[src/rtl/eth_rx_parser_if.sv]
// +----------------------------------------------------------------------------+
// | eth_rx_parser_if                                                            |
// | FIFO-side signals of eth_rx_parser: FWFT input FIFO pop side and output    |
// | FIFO push side. master = parser, slave = FIFOs / environment.               |
// | Revision: 1.0                                                               |
// +----------------------------------------------------------------------------+
`default_nettype none

interface eth_rx_parser_if;
  logic [7:0] in_dout;
  logic       in_rd_sof;
  logic       in_rd_eof;
  logic       in_empty;
  logic       in_rd_en;
  logic [7:0] out_din;
  logic       out_wr_sof;
  logic       out_wr_eof;
  logic       out_wr_en;
  logic       out_full;

  modport master (
    input  in_dout, in_rd_sof, in_rd_eof, in_empty, out_full,
    output in_rd_en, out_din, out_wr_sof, out_wr_eof, out_wr_en
  );

  modport slave (
    output in_dout, in_rd_sof, in_rd_eof, in_empty, out_full,
    input  in_rd_en, out_din, out_wr_sof, out_wr_eof, out_wr_en
  );
endinterface

`default_nettype wire

[src/rtl/eth_rx_parser.sv]
// +----------------------------------------------------------------------------+
// | eth_rx_parser                                                               |
// | Strips the 14-byte MAC header, filters on EtherType and forwards the L3    |
// | payload re-framed with sof/eof. Optional macro ETH_VLAN_SKIP_EN skips one  |
// | 802.1Q tag and compares the inner EtherType instead.                        |
// | Revision: 1.0                                                               |
// +----------------------------------------------------------------------------+
`default_nettype none

module eth_rx_parser #(
  parameter logic [15:0] ETHER_TYPE = 16'h0800,
  parameter int          CNT_W      = 16
) (
  input  wire logic             clock,
  input  wire logic             reset,
  eth_rx_parser_if.master       fifo,
  output logic [47:0]           dst_mac,
  output logic [47:0]           src_mac,
  output logic [15:0]           ether_type,
  output logic [CNT_W-1:0]      fwd_cnt,
  output logic [CNT_W-1:0]      drop_cnt,
  output logic [CNT_W-1:0]      err_cnt
);

  typedef enum logic [1:0] {
    S_IDLE    = 2'd0,
    S_HEADER  = 2'd1,
    S_PAYLOAD = 2'd2,
    S_DROP    = 2'd3
  } state_t;

  localparam logic [15:0] c_VLAN_TPID = 16'h8100;

  state_t      r_state;
  logic [4:0]  r_cnt;
  logic        r_first;

  logic        w_pop;
  logic        w_sof;
  logic        w_eof;
  logic [7:0]  w_byte;
  logic [15:0] w_type;

  function automatic logic [CNT_W-1:0] sat_inc(input logic [CNT_W-1:0] v);
    return (&v) ? v : v + 1'b1;
  endfunction

  always_comb begin
    fifo.in_rd_en = 1'b0;
    if (reset) begin
      if (r_state == S_PAYLOAD)
        fifo.in_rd_en = !fifo.in_empty && !fifo.out_full;
      else
        fifo.in_rd_en = !fifo.in_empty;
    end
  end

  assign w_pop  = fifo.in_rd_en;
  assign w_sof  = fifo.in_rd_sof;
  assign w_eof  = fifo.in_rd_eof;
  assign w_byte = fifo.in_dout;
  // High type byte is already registered; low byte is the one being popped.
  assign w_type = {ether_type[15:8], w_byte};

  assign fifo.out_din    = w_byte;
  assign fifo.out_wr_eof = w_eof & reset;
  assign fifo.out_wr_en  = w_pop & (r_state == S_PAYLOAD);
  assign fifo.out_wr_sof = fifo.out_wr_en & r_first;

  always_ff @(posedge clock or negedge reset) begin
    if (!reset) begin
      r_state    <= S_IDLE;
      r_cnt      <= 5'd0;
      r_first    <= 1'b0;
      dst_mac    <= 48'd0;
      src_mac    <= 48'd0;
      ether_type <= 16'd0;
      fwd_cnt    <= '0;
      drop_cnt   <= '0;
      err_cnt    <= '0;
    end else if (w_pop) begin
      case (r_state)
        S_IDLE: begin
          if (!w_sof) begin
            err_cnt <= sat_inc(err_cnt);
          end else begin
            dst_mac[47:40] <= w_byte;
            r_cnt          <= 5'd1;
            if (w_eof)
              drop_cnt <= sat_inc(drop_cnt);
            else
              r_state  <= S_HEADER;
          end
        end

        S_HEADER: begin
          r_cnt <= r_cnt + 5'd1;
          if (w_sof)
            err_cnt <= sat_inc(err_cnt);
          case (r_cnt)
            5'd1:  dst_mac[39:32]    <= w_byte;
            5'd2:  dst_mac[31:24]    <= w_byte;
            5'd3:  dst_mac[23:16]    <= w_byte;
            5'd4:  dst_mac[15:8]     <= w_byte;
            5'd5:  dst_mac[7:0]      <= w_byte;
            5'd6:  src_mac[47:40]    <= w_byte;
            5'd7:  src_mac[39:32]    <= w_byte;
            5'd8:  src_mac[31:24]    <= w_byte;
            5'd9:  src_mac[23:16]    <= w_byte;
            5'd10: src_mac[15:8]     <= w_byte;
            5'd11: src_mac[7:0]      <= w_byte;
            5'd12: ether_type[15:8]  <= w_byte;
            5'd13: ether_type[7:0]   <= w_byte;
`ifdef ETH_VLAN_SKIP_EN
            5'd16: ether_type[15:8]  <= w_byte;
            5'd17: ether_type[7:0]   <= w_byte;
`endif
            default: ;
          endcase
          // Any eof still inside the header is a runt.
          if (w_eof) begin
            drop_cnt <= sat_inc(drop_cnt);
            r_state  <= S_IDLE;
          end else if (r_cnt == 5'd13) begin
            if (w_type == ETHER_TYPE) begin
              r_state <= S_PAYLOAD;
              r_first <= 1'b1;
`ifdef ETH_VLAN_SKIP_EN
            end else if (w_type == c_VLAN_TPID) begin
              r_state <= S_HEADER;
`endif
            end else begin
              r_state <= S_DROP;
            end
`ifdef ETH_VLAN_SKIP_EN
          end else if (r_cnt == 5'd17) begin
            if (w_type == ETHER_TYPE) begin
              r_state <= S_PAYLOAD;
              r_first <= 1'b1;
            end else begin
              r_state <= S_DROP;
            end
`endif
          end
        end

        S_PAYLOAD: begin
          r_first <= 1'b0;
          if (w_sof)
            err_cnt <= sat_inc(err_cnt);
          if (w_eof) begin
            fwd_cnt <= sat_inc(fwd_cnt);
            r_state <= S_IDLE;
          end
        end

        S_DROP: begin
          if (w_eof) begin
            drop_cnt <= sat_inc(drop_cnt);
            r_state  <= S_IDLE;
          end
        end

        default: r_state <= S_IDLE;
      endcase
    end
  end

`ifndef ETH_VLAN_SKIP_EN
  logic w_unused;
  assign w_unused = ^c_VLAN_TPID;
`endif

endmodule

`default_nettype wire
[src/flat_wrapper.sv]
// flat-port wrapper written by rule: the top's interface ports become plain ports
module eth_rx_parser_flat 
#(
  parameter logic [15:0] ETHER_TYPE = 16'h0800,
  parameter int          CNT_W      = 16
)
  (clock, reset, dst_mac, src_mac, ether_type, fwd_cnt, drop_cnt, err_cnt, fifo_in_dout, fifo_in_rd_sof, fifo_in_rd_eof, fifo_in_empty, fifo_out_full, fifo_in_rd_en, fifo_out_din, fifo_out_wr_sof, fifo_out_wr_eof, fifo_out_wr_en);
  eth_rx_parser_if fifo_i ();
  input  wire logic clock;
  input  wire logic reset;
  output logic [47:0] dst_mac;
  output logic [47:0] src_mac;
  output logic [15:0] ether_type;
  output logic [CNT_W-1:0] fwd_cnt;
  output logic [CNT_W-1:0] drop_cnt;
  output logic [CNT_W-1:0] err_cnt;
  input wire logic [$bits(fifo_i.in_dout)-1:0] fifo_in_dout;
  input wire logic [$bits(fifo_i.in_rd_sof)-1:0] fifo_in_rd_sof;
  input wire logic [$bits(fifo_i.in_rd_eof)-1:0] fifo_in_rd_eof;
  input wire logic [$bits(fifo_i.in_empty)-1:0] fifo_in_empty;
  input wire logic [$bits(fifo_i.out_full)-1:0] fifo_out_full;
  output wire logic [$bits(fifo_i.in_rd_en)-1:0] fifo_in_rd_en;
  output wire logic [$bits(fifo_i.out_din)-1:0] fifo_out_din;
  output wire logic [$bits(fifo_i.out_wr_sof)-1:0] fifo_out_wr_sof;
  output wire logic [$bits(fifo_i.out_wr_eof)-1:0] fifo_out_wr_eof;
  output wire logic [$bits(fifo_i.out_wr_en)-1:0] fifo_out_wr_en;
  assign fifo_i.in_dout = fifo_in_dout;
  assign fifo_i.in_rd_sof = fifo_in_rd_sof;
  assign fifo_i.in_rd_eof = fifo_in_rd_eof;
  assign fifo_i.in_empty = fifo_in_empty;
  assign fifo_i.out_full = fifo_out_full;
  assign fifo_in_rd_en = fifo_i.in_rd_en;
  assign fifo_out_din = fifo_i.out_din;
  assign fifo_out_wr_sof = fifo_i.out_wr_sof;
  assign fifo_out_wr_eof = fifo_i.out_wr_eof;
  assign fifo_out_wr_en = fifo_i.out_wr_en;
  eth_rx_parser #(.ETHER_TYPE(ETHER_TYPE), .CNT_W(CNT_W)) u_core (.clock(clock), .reset(reset), .fifo(fifo_i), .dst_mac(dst_mac), .src_mac(src_mac), .ether_type(ether_type), .fwd_cnt(fwd_cnt), .drop_cnt(drop_cnt), .err_cnt(err_cnt));
endmodule
[config.mk]
export PLATFORM = sky130hd
export DESIGN_NAME = eth_rx_parser_flat
export DESIGN_NICKNAME = d
export VERILOG_FILES = /design/src/rtl/eth_rx_parser_if.sv /design/src/rtl/eth_rx_parser.sv /design/src/flat_wrapper.sv
export SDC_FILE = /design/constraint.sdc
export NUM_CORES = 1
export LEC_CHECK = 0
export CAP_MARGIN = 15
export CORE_ASPECT_RATIO = 1.4
export CORE_MARGIN = 4
export CORE_UTILIZATION = 45
export DETAILED_ROUTE_END_ITERATION = 16
export PLACE_DENSITY_LB_ADDON = 0.1
export SLEW_MARGIN = 5
export SYNTH_ARGS = -nofsm -noshare
export SYNTH_HDL_FRONTEND = slang
export SYNTH_SLANG_ARGS = --single-unit
export TNS_END_PERCENT = 50
[constraint.sdc]
create_clock -name clock -period 5.1 [get_ports clock]
set_clock_uncertainty 0.2 [all_clocks]
set_input_delay 0.765 -clock clock [delete_from_list [all_inputs] [get_ports clock]]
set_output_delay 0.765 -clock clock [all_outputs]
set_load 0.1 [all_outputs]
==> Word level (Yosys, flattened, before mapping) <==
Cells that the tools add are included.
{ "word_totals": {"ff_bits": 168, "inputBits": 14, "wordCells": 111, "out_inout_bits": 172} }
{ "classes": {"addsub": 4, "eq_ne": 26, "n_mux": 23, "reduce_logical": 34, "n_bitwise": 4} }
{ "op_table": {"columns": ["operator", "count"], "rows": [
  ["$mux 16", 6],
  ["$pmux 16 s2", 2],
  ["$add 16x1->16 const B", 3],
  ["$reduce_and 16->1", 3],
  ["$reduce_and 3->1", 16],
  ["$eq 5x4->1 const B", 6],
  ["$eq 5x3->1 const B", 4],
  ["$eq 16x12->1 const B", 1],
  ["$eq 5x2->1 const B", 2],
  ["$mux 2", 5],
  ["$pmux 5 s2", 1],
  ["$reduce_and 5->1", 2],
  ["$ne 2x1->1 const B", 4],
  ["$ne 2x2->1 const B", 4],
  ["$reduce_and 4->1", 2],
  ["$reduce_bool 2->1", 4],
  ["$mux 1", 6],
  ["$pmux 2 s3", 1],
  ["$reduce_or 2->1", 3],
  ["$add 5x1->5 const B", 1],
  ["$eq 5x1->1 const B", 1],
  ["$mux 5", 1],
  ["$eq 2x2->1 const B", 2],
  ["$and 1x1->1", 3],
  ["7 further kinds", 8]
]} }

==> Longest topological paths before layout <==
Gate-level depths: netlist of the first run.
{ "depth": {"ltp_word": 6, "ltp_mapped": 8, "ltp_nobuf": 6} }

==> Worst setup path before layout of the first run <==
Ideal clock, no wire load.
{ "synth_timing": {"path_type": "input -> register", "startpoint": "input port fifo_out_full", "endpoint": "register u_core.r_state[1]", "setup_slack_ns": 1.707, "stages": 5, "path_buffers": 1, "required_time_ns": 4.775, "setup_ns": 0.125, "arrival_time_ns": 3.068, "path_cell_list": "and2_1 clkbuf_1 nor2_1 nand4_1 mux2_2"} }
{ "synth_between": {"elab_chain_cells": 5} }
{ "synth_rtl": {"columns": ["item", "line", "source"], "rows": [
  ["start, declared", "flat_wrapper.sv:21", "input wire logic [$bits(fifo_i.out_full)-1:0] fifo_out_full;"],
  ["$logic_not 1->1", "eth_rx_parser.sv:52", "fifo.in_rd_en = !fifo.in_empty && !fifo.out_full;"],
  ["$logic_and 1x1->1", "eth_rx_parser.sv:52", null],
  ["$mux 1", "eth_rx_parser.sv:51", "if (r_state == S_PAYLOAD)"],
  ["$mux 1", "eth_rx_parser.sv:50", "if (reset) begin"],
  ["net fifo_in_rd_en", "flat_wrapper.sv:22", "output wire logic [$bits(fifo_i.in_rd_en)-1:0] fifo_in_rd_en;"],
  ["$reduce_and 5->1 (no source line)", null, null],
  ["end signal, assigned", "eth_rx_parser.sv:72", "r_state <= S_IDLE;"],
  ["end signal, assigned", "eth_rx_parser.sv:92", "r_state <= S_HEADER;"],
  ["end signal, assigned", "eth_rx_parser.sv:123", "r_state <= S_IDLE;"],
  ["end, declared", "eth_rx_parser.sv:34", "state_t r_state;"]
]} }
The timed path passes the listed nets, and every way through them passes these cells.
A chain may end at the register's enable or synchronous reset.

==> Worst setup path after layout of the first run <==
{ "layout_timing": {"startpoint": "input port fifo_in_dout[7]", "endpoint": "output port fifo_out_din[7]"} }
{ "layout_rtl": {"columns": ["item", "line", "source"], "rows": [
  ["start, declared", "flat_wrapper.sv:17", "input wire logic [$bits(fifo_i.in_dout)-1:0] fifo_in_dout;"],
  ["end, declared", "flat_wrapper.sv:23", "output wire logic [$bits(fifo_i.out_din)-1:0] fifo_out_din;"]
]} }
No word-level cell between the ends.

==> results.toml, run 1 <==
[synth]
synth.largest_area_cell = "dfrtp_1"
postSynthCellCount = 556
synth_top_area_share_pct = 57.27
syn_nets = 581
synth_seq_area_share_pct = 57.27
async_flop_share_pct = 100.0
synth_area_um2 = 7341
ys.flop_type = "dfrtp_1"
synth_edf_count = 0
synth_area_per_cell_um2 = 13.20
ys_warn_count = 0
yosys_register_bits = 168
synth_area_leaders = "dfrtp_1 57%, mux2_2 18%, xor2_1 3.6%, nand4_1 2.0%, ha_1 1.9%"
synth.distinct_cells = 45

[routing]
dr.pass1.iters = 5
wl_mm = 18.74
dr.first_iter.drc_count = 159
viasPerCell = 5.422
drt.antenna.violating_nets = 0
vias = 5162
drc = 0
wl_per_cell_um = 19.69

[global_routing]
antenna_found_initial = 0
grt-ovfl-total = 0
grt_pass1_wl_mm = 30.41
grt_usage_pct = 21.18
grt_pass1_vias = 5467
grt_max_degree = 80

[timing]
tightest_slew_ps = 1037
finalMaxSlewViolations = 0
fin_crit_sh_pct = 70.06
rsz0062_at_grt = "no"
setup_violations = 0
hold_viol = 0
clock.fmax_mhz = 279.9
fin_tns_setup_ps = 0
post-route-min-period_ps = 3573
worst_slack_ps = 1527
slew_headroom_pct = 30.62

[floorplanning]
fp.dieH_um = 159.1
core.rowCount = 55
ioPinCount = 186
core_um2 = 16100
start_util_pct = 45.59
dieArea_um2 = 18450
die_w_um = 115.9

[clocking]
cts_root_buf = "clkbuf_16"
cts_sinks = 168
clk_pin_slew_ps = 60
htreeDepth = 4
numCtsBuffers = 17
clk_latency_ps = 420
cts_tree = "done"
ctsLongestPathBuffers = 2
cts_resized = 0
cts_setup_buffers = 0
hold_buffers = 0

[worst_setup_path]
critPathKind = "input pin to output port"
cp_max_fo = 16
reg2reg_from = "u_core.r_state[0]"
r2r_end = "u_core.dst_mac[7]"
worstPathCellList = "clkdlybuf4s50_1 -> buf_4 -> clkdlybuf4s50_1"
slowest_stage = "clkdlybuf4s50_1"
critPathLaunchType = "input pin"
cp-end-kind = "output port"
crit_arrival_ps = 2610
cpMostUsedCell = "clkdlybuf4s50_1"
crit_path_max_incr_delay_ps = 1160
worstPathRequired_ps = 4140
reg2reg_depth = 6
r2r_slack_ps = 2460

[cells_and_area]
syn_to_final_growth_pct = 35.90
fin_cells = 952
nets = 766
drive_gt1_share_pct = 23.77
postLayoutCoreUtil_pct = 61.95
antenna_cells = 0

[outcome]
status = "finished clean"

[flow_run]
max-cap-violations = 0

[placement]
place_hpwl_mm = 13.26
place_inst = 921
dpl_worst_slack_ps = 1526
port_buffers = 185
routabilityCongestion = 0.8260

[worst_hold_path]
min_path_type = "input pin to async pin"
[worst max-delay path by stage]
stage / slack [ps] / cells past startpoint / to / start
global route: 1500 / 3 / fifo_out_din[7] / fifo_in_dout[7]
detailed placement: 1530 / 3 / fifo_out_din[7] / fifo_in_dout[7]
finish: 1530 / 3 / fifo_out_din[7] / fifo_in_dout[7]
global placement: 1540 / 3 / fifo_out_din[7] / fifo_in_dout[7]
CTS: 1530 / 3 / fifo_out_din[7] / fifo_in_dout[7]
floorplan: 1710 / 5 / u_core.r_state[1] / fifo_out_full
[sequential cells by signal (all words and copies together), names as in the netlist]
register / cells
u_core.r_first: 1
u_core.dst_mac: 48
u_core.drop_cnt: 16
u_core.r_cnt: 5
u_core.fwd_cnt: 16
u_core.ether_type: 16
u_core.src_mac: 48
u_core.err_cnt: 16
u_core.r_state: 2
[logic make-up (layout without fill, tap and decap cells)]
family	count (synthesis)	after routing	share of synthesized area, %
compound gates	17	17	1.346
xor+xnor	43	43	5.130
mux	120	120	18.34
buf+inv	35	232	2.233
simple gates	162	162	13.81
flops	168	168	57.27
fa+ha+maj	11	11	1.875
[cell usage after synthesis (3+ instances only)]
cell type,n
dfrtp_1,168
mux2_2,115
xor2_1,30
nand4_1,23
nor4_1,22
nand2_1,20
nand3_1,17
clkbuf_1,15
nor2_1,14
nor3_1,13
xnor2_1,13
ha_1,11
inv_1,10
buf_4,8
a21oi_1,6
o21ai_0,5
and2_1,4
and3_1,4
mux2i_1,4
nand2b_1,4
nand4b_1,4
nor4b_1,4
or3_1,4
nand3_2,3
nor2b_1,3
nor3b_1,3
nor4_2,3
[cell usage in the layout (no fill, tap or decap), types with 14 or more instances in the layout]
| cell type | count |
|---|---|
| buf_4 | 17 |
| clkbuf_16 | 17 |
| clkdlybuf4s50_1 | 173 |
| dfrtp_1 | 168 |
| mux2_2 | 115 |
| nand2_1 | 20 |
| nand3_1 | 17 |
| nand4_1 | 23 |
| nor2_1 | 14 |
| nor4_1 | 22 |
| xor2_1 | 30 |
[final cells by class]
class	instances	area (um^2)
inverter	10	37.54
fill	1346	6127
timing repair buffer	191	1871
tap	199	249.0
multi-input combinational	353	2973
clock inverter	11	195.2
sequential	168	4204
clock buffer	20	446.7
[per-layer routing]
layer	vias to the layer above	GRT usage (%)	routed length, um
met5	-	0	0
met4	0	5.858	332
met3	26	7.643	1299
met2	133	35.67	9784
met1	2624	25.45	7328
li1	2379	-	-
[worst max-delay path, delay by kind of cell]
kind	cells	cell delay [ps]
buf+inv	3	1840
[stage by stage]
stage | hold WS (ps) | cell area [um^2]
after detailed placement | 291.1 | 9334
after floorplan | 269.4 | 7341
after global placement | 280.0 | 9334
final | 20.84 | 9976
after global routing | 23.66 | 9976
after CTS | 18.72 | 9976
Power of run 1 is not shown: default switching activity piles up to over one toggle a cycle in this logic, so the estimate is an artifact.
==> run 2: changes to the inputs <==
- CORE_UTILIZATION: 45 -> 44
- clock period: 5.1 -> 3.2 ns (I/O delays scaled with it)
==> run 2 against run 1 <==
Net effect:
- cell count up 1.1%
- critical endpoint is now fifo_out_wr_sof
- sequential share of layout area is 0.79 points higher
- sequential cell count unchanged
- non-clock buffer count is 9 higher
==> results.toml, run 2 (same netlist as run 1, synthesis figures left out) <==
[outcome]
status = "finished clean"

[routing]
dr.pass1.iters = 4
dr.first_iter.drc_count = 379
viasPerCell = 5.397
wl_mm = 18.97
drt.antenna.violating_nets = 0
vias = 5192
wl_per_cell_um = 19.72
drc = 0

[clocking]
htreeDepth = 4
ctsLongestPathBuffers = 2
cts_root_buf = "clkbuf_16"
clk_latency_ps = 430
cts_setup_buffers = 0
cts_sinks = 168
numCtsBuffers = 17
clk_pin_slew_ps = 60
hold_buffers = 1
cts_resized = 0
cts_tree = "done"

[cells_and_area]
syn_to_final_growth_pct = 33.39
nets = 775
postLayoutCoreUtil_pct = 60.04
num-fill-cells = 1348
drive_gt1_share_pct = 45.87
layout_common_cells = "173 x buf_4, 168 x dfrtp_1, 115 x mux2_2, 30 x xor2_1, 23 x nand4_1"
largestRegisters = "u_core.dst_mac x48, u_core.src_mac x48"
finalInstanceArea_um2 = 9792
layout_commonest_cell = "buf_4"
antenna_cells = 0

[timing]
fin_tns_setup_ps = 0
finalMaxSlewViolations = 0
worst_slack_ps = 393.0
post-route-min-period_ps = 2807
fin_crit_sh_pct = 87.72
tightest_slew_ps = 789.8
rsz0062_at_grt = "no"
setup_violations = 0
clock.fmax_mhz = 356.3
hold_viol = 0
slew_headroom_pct = 47.34

[worst_setup_path]
worstPathRequired_ps = 2520
cp-end-kind = "output port"
critPathLaunchType = "flop"
cp_max_fo = 12
crit_arrival_ps = 2130
critPathKind = "flop to output port"

[floorplanning]
dieArea_um2 = 18840
core_um2 = 16310
fp.dieH_um = 160.8
core.rowCount = 55
die_w_um = 117.2
ioPinCount = 186
start_util_pct = 45.01

[global_routing]
antenna_found_initial = 0
grt_max_degree = 148
grt_usage_pct = 20.72
grt_pass1_vias = 5391
grt-ovfl-total = 0
grt_pass1_wl_mm = 30.15

[placement]
port_buffers = 185
placed_cell_area_um2 = 9156
routabilityCongestion = 0.8396
dpl_worst_slack_ps = 424.3
place_hpwl_mm = 13.49

[flow_run]
max-cap-violations = 0

[worst_hold_path]
min_path_type = "input pin to async pin"
-- run 2: worst paths after layout --
path / slack, ps / end / cells after the start / from
min in group clock: 300 / u_core.fwd_cnt[7] / 1 / u_core.fwd_cnt[7]
max in group asynchronous: 1430 / u_core.dst_mac[24] / 3 / reset
hold reg to reg: 300 / u_core.fwd_cnt[7] / 1 / u_core.fwd_cnt[7]
setup / recovery: 390 / fifo_out_wr_sof / 5 / u_core.r_state[0]
hold / removal: 300 / u_core.r_first / 2 / reset
setup reg to reg: 640 / u_core.src_mac[46] / 6 / u_core.r_state[0]
-- run 2: routing by layer --
metal	up-vias	GRT usage [%]	part of all wire, %
met5	-	0	0
met4	0	6.886	2.0
met1	2637	25.51	40
met3	26	5.277	5.1
met2	129	34.99	53
li1	2400	-	-
-- run 2: through the flow --
| stage | cells | hold slack, ps |
|---|---|---|
| 2_1_floorplan | 556 | -15.59 |
| 3_3_place_gp | 929 | 170.4 |
| 3_5_place_dp | 929 | 176.6 |
| 4_1_cts | 962 | 293.9 |
| 5_1_grt | 962 | 302.5 |
| 6_report | 962 | 301.3 |
-- run 2: area by class of cell --
class	count	area, um^2	share of cell area (%)
sequential	168	4204	42.93
multi-input combinational	353	2975	30.39
timing repair buffer	200	1700	17.37
clock buffer	23	488.0	4.983
tap	199	249.0	2.543
clock inverter	9	137.6	1.406
inverter	10	37.54	0.3833
-- run 2: critical path, stage by stage, from the launching register on --
cell and delay, ps:
dfrtp_1 410, inv_1 120, ha_1 410, and4bb_2 390, and2_1 200, buf_12 180
Power of run 2 is left out for the same reason.
